$ cat src/rtl/xbox_arb_pkg.sv
// Shared types and constants for the XBOX memory-port arbiter.
package xbox_arb_pkg;

   typedef logic [7:0][31:0] mem_line_t;
   typedef logic [31:0]      mem_be_t;

   typedef enum logic {ARB, LOCKED} arb_state_e;

   localparam int MAX_LOCK_DEF = 8;

endpackage

$ cat src/rtl/xbox_rr_pick.sv
// Combinational round-robin picker: first set request at or above ptr_i, wrapping.
module xbox_rr_pick #(
   parameter int NUM_REQ = 4,
   parameter int IDX_W   = $clog2(NUM_REQ)
) (
   input  logic [NUM_REQ-1:0] req_i,
   input  logic [IDX_W-1:0]   ptr_i,
   output logic [NUM_REQ-1:0] gnt_o,
   output logic [IDX_W-1:0]   idx_o,
   output logic               any_o
);

   int               j;
   logic [IDX_W-1:0] jj;

   always_comb begin
      gnt_o = '0;
      idx_o = '0;
      any_o = 1'b0;
      j     = 0;
      jj    = '0;
      for (int k = 0; k < NUM_REQ; k++) begin
         j = int'(ptr_i) + k;
         if (j >= NUM_REQ) j = j - NUM_REQ;
         jj = IDX_W'(j);
         if (!any_o && req_i[jj]) begin
            any_o     = 1'b1;
            gnt_o[jj] = 1'b1;
            idx_o     = jj;
         end
      end
   end

endmodule

$ cat src/rtl/xbox_mem_arb.sv
// Round-robin arbiter sharing one xlr_mem port between NUM_REQ engines.
// Optional bounded-burst lock mode is built only when XBOX_ARB_LOCK_EN is defined.
//
// state  | meaning
// ARB    | plain round-robin among all active requesters
// LOCKED | only lock_owner may be granted, until lock drops or MAX_LOCK grants
module xbox_mem_arb
   import xbox_arb_pkg::*;
#(
   parameter int NUM_REQ            = 4,
   parameter int LOG2_LINES_PER_MEM = 4,
   parameter int MAX_LOCK           = MAX_LOCK_DEF
) (
   input  logic                                          clk,
   input  logic                                          rst_n,
   input  logic [NUM_REQ-1:0][LOG2_LINES_PER_MEM-1:0]    req_addr,
   input  logic [NUM_REQ-1:0][7:0][31:0]                 req_wdata,
   input  logic [NUM_REQ-1:0][31:0]                      req_be,
   input  logic [NUM_REQ-1:0]                            req_rd,
   input  logic [NUM_REQ-1:0]                            req_wr,
   input  logic [NUM_REQ-1:0]                            req_lock,
   output logic [NUM_REQ-1:0]                            gnt,
   output logic [NUM_REQ-1:0]                            rvalid,
   output mem_line_t                                     rdata,
   output logic                                          err,
   output logic [LOG2_LINES_PER_MEM-1:0]                 mem_addr,
   output mem_line_t                                     mem_wdata,
   output mem_be_t                                       mem_be,
   output logic                                          mem_rd,
   output logic                                          mem_wr,
   input  mem_line_t                                     mem_rdata
);

   localparam int IDX_W = $clog2(NUM_REQ);

   function automatic logic [IDX_W-1:0] nxt_idx(input logic [IDX_W-1:0] i);
      return (i == IDX_W'(NUM_REQ - 1)) ? '0 : i + 1'b1;
   endfunction

   logic [NUM_REQ-1:0] active;
   logic [NUM_REQ-1:0] pick_req;
   logic [NUM_REQ-1:0] pick_gnt;
   logic [IDX_W-1:0]   pick_idx;
   logic               pick_any;

   logic [IDX_W-1:0]   rr_ptr_q, rr_ptr_d;
   logic               rd_pend_q, rd_pend_d;
   logic [IDX_W-1:0]   rd_id_q, rd_id_d;
   logic               err_q, err_d;
   logic               rd_sel, wr_sel;

   // Gating with rst_n keeps the combinational grant path quiet while reset is held.
   assign active = (req_rd | req_wr) & {NUM_REQ{rst_n}};

   xbox_rr_pick #(
      .NUM_REQ (NUM_REQ),
      .IDX_W   (IDX_W)
   ) u_pick (
      .req_i (pick_req),
      .ptr_i (rr_ptr_q),
      .gnt_o (pick_gnt),
      .idx_o (pick_idx),
      .any_o (pick_any)
   );

`ifdef XBOX_ARB_LOCK_EN
   arb_state_e       state_q, state_d;
   logic [IDX_W-1:0] owner_q, owner_d;
   logic [7:0]       lock_cnt_q, lock_cnt_d;

   always_comb begin
      pick_req = active;
      if (state_q == LOCKED) begin
         pick_req           = '0;
         pick_req[owner_q]  = active[owner_q];
      end
   end

   always_comb begin
      state_d    = state_q;
      owner_d    = owner_q;
      lock_cnt_d = lock_cnt_q;
      rr_ptr_d   = rr_ptr_q;
      case (state_q)
         ARB: begin
            if (pick_any) begin
               rr_ptr_d = nxt_idx(pick_idx);
               // With MAX_LOCK of 1 the entering grant already exhausts the burst.
               if (req_lock[pick_idx] && (MAX_LOCK > 1)) begin
                  state_d    = LOCKED;
                  owner_d    = pick_idx;
                  lock_cnt_d = 8'd1;
               end
            end
         end
         LOCKED: begin
            if (pick_any) lock_cnt_d = lock_cnt_q + 8'd1;
            if (!req_lock[owner_q] ||
                (pick_any && (lock_cnt_q == 8'(MAX_LOCK - 1)))) begin
               state_d    = ARB;
               lock_cnt_d = '0;
               rr_ptr_d   = nxt_idx(owner_q);
            end
         end
         default: begin
            state_d    = ARB;
            lock_cnt_d = '0;
         end
      endcase
   end

   always_ff @(posedge clk or negedge rst_n) begin
      if (!rst_n) begin
         state_q    <= ARB;
         owner_q    <= '0;
         lock_cnt_q <= '0;
      end else begin
         state_q    <= state_d;
         owner_q    <= owner_d;
         lock_cnt_q <= lock_cnt_d;
      end
   end
`else
   logic unused_lock;
   assign unused_lock = ^req_lock;

   assign pick_req = active;

   always_comb begin
      rr_ptr_d = rr_ptr_q;
      if (pick_any) rr_ptr_d = nxt_idx(pick_idx);
   end
`endif

   assign gnt = pick_gnt;

   always_comb begin
      mem_addr  = '0;
      mem_wdata = '0;
      mem_be    = '0;
      rd_sel    = 1'b0;
      wr_sel    = 1'b0;
      for (int i = 0; i < NUM_REQ; i++) begin
         if (pick_gnt[i]) begin
            mem_addr  = req_addr[i];
            mem_wdata = req_wdata[i];
            mem_be    = req_be[i];
            rd_sel    = req_rd[i];
            wr_sel    = req_wr[i];
         end
      end
   end

   // A simultaneous rd+wr is resolved as a write and flagged.
   assign mem_wr = wr_sel;
   assign mem_rd = rd_sel & ~wr_sel;

   assign err_d     = err_q | (rd_sel & wr_sel);
   assign rd_pend_d = mem_rd;
   assign rd_id_d   = pick_idx;

   always_ff @(posedge clk or negedge rst_n) begin
      if (!rst_n) begin
         rr_ptr_q  <= '0;
         rd_pend_q <= 1'b0;
         rd_id_q   <= '0;
         err_q     <= 1'b0;
      end else begin
         rr_ptr_q  <= rr_ptr_d;
         rd_pend_q <= rd_pend_d;
         rd_id_q   <= rd_id_d;
         err_q     <= err_d;
      end
   end

   always_comb begin
      rvalid = '0;
      if (rd_pend_q) rvalid[rd_id_q] = 1'b1;
   end

   assign rdata = rd_pend_q ? mem_rdata : '0;
   assign err   = err_q;

endmodule

$ cat config.mk
export PLATFORM = sky130hd
export DESIGN_NAME = xbox_mem_arb
export DESIGN_NICKNAME = d
export VERILOG_FILES = /design/src/rtl/xbox_arb_pkg.sv /design/src/rtl/xbox_rr_pick.sv /design/src/rtl/xbox_mem_arb.sv
export SDC_FILE = /design/constraint.sdc
export NUM_CORES = 1
export LEC_CHECK = 0
export BUFFER_PORTS_ARGS = -buffer_cell sky130_fd_sc_hd__clkbuf_2
export CAP_MARGIN = 30
export CELL_PAD_IN_SITES_DETAIL_PLACEMENT = 0
export CELL_PAD_IN_SITES_GLOBAL_PLACEMENT = 2
export CORE_AREA = 2 2 775 777
export DETAILED_ROUTE_END_ITERATION = 7
export DIE_AREA = 0 0 777 779
export HOLD_SLACK_MARGIN = 0.06
export PLACE_DENSITY_LB_ADDON = 0.12
export SLEW_MARGIN = 20
export SYNTH_ARGS = -nofsm -noshare
export SYNTH_HDL_FRONTEND = slang
export SYNTH_SLANG_ARGS = --single-unit
$ cat constraint.sdc
create_clock -name clk -period 6.6 [get_ports clk]
set_input_delay 0.66 -clock clk [delete_from_list [all_inputs] [get_ports clk]]
set_output_delay 0.66 -clock clk [all_outputs]
set_load 0.01 [all_outputs]
==> run_results.csv <==
group,metric,value,unit
sta,timing_max_transition_violations_final,0,
routing,drt-initial-drc-count,1570,
yosys,synth-xor-area-share,0.00174,
placed_design,place.port_buffers,1992,
grt,global_route.usage.total,0.129,
critical_path,critical_path.top_delay_family,"compound AO/OA/AOI/OAI gates",
sta,min_period_over_period,0.882,
sta,worst_slew_margin_rel,0.219,
clock_network,postCtsResizedCells,0,
critical_path,worstSetupEndpointType,"output port",
clock_network,cts.clk_slew.worst_paths,0.04,ns
yosys,synth_sequential_area_ratio,0.0149,
clock_network,cts_buffer_depth,2,
floorplanning,coreArea,597000,sq um
yosys,synthMuxAreaShare,0.00211,
layout,most-common-layout-cells,"sky130_fd_sc_hd__clkbuf_2 (1991), sky130_fd_sc_hd__o21ai_1 (306), sky130_fd_sc_hd__nand2_1 (301), sky130_fd_sc_hd__o21ai_0 (289), sky130_fd_sc_hd__a221oi_1 (289)",
critical_path,worst_setup_path_type,"reg -> out",
routing,detailedRoute.firstPassIterationCount,5,
floorplanning,die_width,777,um
placed_design,place.gp.congestion,0.945,
grt,grt_overflow,0,
pwr,sw_frac_of_total,0.715,
critical_path,critPathSlowestCell,"sky130_fd_sc_hd__a221oi_1",
critical_path,critical_path_buf_inv_count,7,
sta,layout_setup_ws,0.780,ns
critical_path,timing.critical_path.mode_cell,"sky130_fd_sc_hd__buf_12",
clock_network,cts_hold_repair.buffers,0,
routing,postRouteWirelength,411,mm
sta,final_period_minus_worst_setup_slack,5.82,ns
yosys,post_synth_num_cell_types,51,
yosys,yosys_register_bits,6,
yosys,synthesis.nets,3219,
clock_network,clock-sinks,6,
yosys,yosys-top-cells-area,"sky130_fd_sc_hd__a221oi_1 (26%), sky130_fd_sc_hd__and2_1 (16%), sky130_fd_sc_hd__o21ai_1 (15%)",
status,status,"finished, final reports clean",
grt,grt_pass1_wl,470,mm
pwr,comb_pwr_share,0.989,
critical_path,cp_slowest_stage_delay,0.87,ns
routing,detail_route.vias_per_cell,2.26,
yosys,synthDominantCellAreaShare,0.255,
clock_network,post-cts-setup-buffer-count,0,
critical_path,crit_fanout,47,
clock_network,cts_root_buffer,"sky130_fd_sc_hd__clkbuf_16",
sta,rsz0062_at_grt,"false",
worst_hold_path,min_delay_path_class,"in -> async",
pwr,clkPwrFrac,0.005,
sta,max_freq,172,MHz
critical_path,critical_path_arrival,5.16,ns
yosys,synth_edf_count,0,
routing,drtAntennaViolNets,0,
yosys,synth_adder_area_share,0.00744,
run,drv.max_cap_violation_count,0,
sta,post_route_setup_tns,0,ns
sta,report.final.hold_viol_count,0,
pwr,total_switching_power,14.7,mW
floorplanning,die_outline_area,605000,sq um
routing,route.detailed.wl_per_inst,34.9,um
yosys,synth_largest_area_cell,"sky130_fd_sc_hd__a221oi_1",
layout,layout-drive-gt1-share,0.595,
floorplanning,pin_count,1997,
yosys,synth_simple_gate_area_frac,0.299,
critical_path,crit_chain,"inv_1 -> ha_1 -> or4b_1 -> mux2i_1 -> or2_2 -> a221oi_1 -> a211oi_4 -> buf_12 -> buf_12 -> buf_12 -> a221oi_1 -> buf_4 -> o21ai_1 -> buf_4 -> clkbuf_2",
pwr,intPower,5.85,mW
pwr,power_per_unit_of_standard_cell_area,653,nW/um^2
sta,finalSetupViolations,0,
floorplanning,initial_core_util,0.0169,
layout,syn2layout_area_growth,212,%
yosys,synthesis.area_per_instance,5.69,sq um
yosys,synth_compound_gate_area_share,0.578,
pwr,irDropWorstVdd,0.218,mV
clock_network,numCtsBuffers,3,
pwr,power,20.6,mW
clock_network,cts_max_level,1,
sta,worst_pin_slew,1.17,ns
layout,finalNetCount,5222,
placed_design,pre_cts_ws,0.783,ns
critical_path,worst_ep_required_time,5.94,ns
floorplanning,die-height,779,um
grt,grt_pass1_vias,26800,
yosys,synth_async_sr_flop_share,1.00,
grt,grt_max_degree,118,
yosys,yosysWarningCount,0,
pwr,power_leakage,12.6,nW
pwr,p_seq_frac,0.005,
placed_design,dp.final_hpwl,386,mm
clock_network,tritoncts,"done",
routing,routed-via-count,26500,
clock_network,clock_insertion_delay_worst_skew,0.24,ns
yosys,syn-instance-count,1775,
routing,remaining_drc_errors,0,
yosys,postSynth.topFlopCell,"sky130_fd_sc_hd__dfrtp_1",
floorplanning,row_count,284,
yosys,synth_area,10100,sq um
yosys,synth_top_family_by_area,"compound AO/OA/AOI/OAI gates",
layout,commonest_non_fill_non_tap_cell_in_the_layout,"sky130_fd_sc_hd__clkbuf_2",
sta,clock_skew,0.0105,ns
critical_path,cp-start-kind,"flip-flop",
grt,number_of_antenna_violations_at_the_first_check_in_global_routing,500,
## metrics by stage
stage               utilization  std cells  hold WS [ns]  area (sq um)
floorplan                     -       1775         0.364         10100
global placement         0.0521      11600         0.490         31100
detailed placement       0.0521      11600         0.491         31100
CTS                      0.0523      11600         0.404         31200
global route             0.0524      11700         0.392         31300
finish                   0.0528      11800         0.372         31500
## kinds of logic after synthesis
family          Yosys count
mux                       2
xor+xnor                  2
compound gates          919
flops                     6
buf+inv                 233
fa+ha+maj                 6
simple gates            607
## routing by layer
layer / vias to the layer above / GRT usage / routed length, um
met1: 12600 / 0.159 / 173000
met3: 732 / 0.0893 / 63600
met5: - / 0 / 1820
li1: 10800 / - / -
met2: 2053 / 0.190 / 166000
met4: 284 / 0.00944 / 7090
## path summary, 6_finish.rpt
path	end	from	cells after the start	slack, ns
min in group clk	err	err	1	0.51
min reg2reg	err	err	1	0.51
min	rd_pend_q	rst_n	1	0.37
max reg2reg	rd_pend_q	rr_ptr_q[1]	12	2.53
max	mem_wdata[19]	rr_ptr_q[1]	15	0.78
max in group asynchronous	rd_pend_q	rst_n	1	5.87
## area by class of cell
cell class,instances,area [sq um]
Sequential cell,6,154
Multi-Input combinational cell,1536,9020
Antenna cell,116,290
Inverter,7,41.3
Tap cell,7865,9840
Clock buffer,4,78.8
Timing Repair Buffer,2224,12100
Fill cell,71500,565000
## cell usage after synthesis (3+ instances only)
library cell and n:
sky130_fd_sc_hd__and2_1 257, sky130_fd_sc_hd__inv_1 5, sky130_fd_sc_hd__nand2_1 301, sky130_fd_sc_hd__nand3_1 4
sky130_fd_sc_hd__nor3_1 7, sky130_fd_sc_hd__ha_1 6, sky130_fd_sc_hd__a211oi_2 3, sky130_fd_sc_hd__or2_2 3
sky130_fd_sc_hd__clkbuf_1 149, sky130_fd_sc_hd__o21ai_1 303, sky130_fd_sc_hd__a21oi_1 6, sky130_fd_sc_hd__o22ai_1 4
sky130_fd_sc_hd__nor2_1 13, sky130_fd_sc_hd__o21ai_0 292, sky130_fd_sc_hd__dfrtp_1 6, sky130_fd_sc_hd__a221oi_1 294
sky130_fd_sc_hd__buf_4 4, sky130_fd_sc_hd__buf_2 71, sky130_fd_sc_hd__and3_1 7
## power by group through the flow
stage	Clock (mW)	Sequential [mW]	Combinational, mW
3_5_place_dp	0	0.154	21.3
3_3_place_gp	0	0.154	21.4
6_report	0.108	0.112	20.4
2_1_floorplan	0	0.0745	6.71
4_1_cts	0.109	0.154	21.3
5_1_grt	0.112	0.120	21.9
Power figures use the tool's default switching activity.
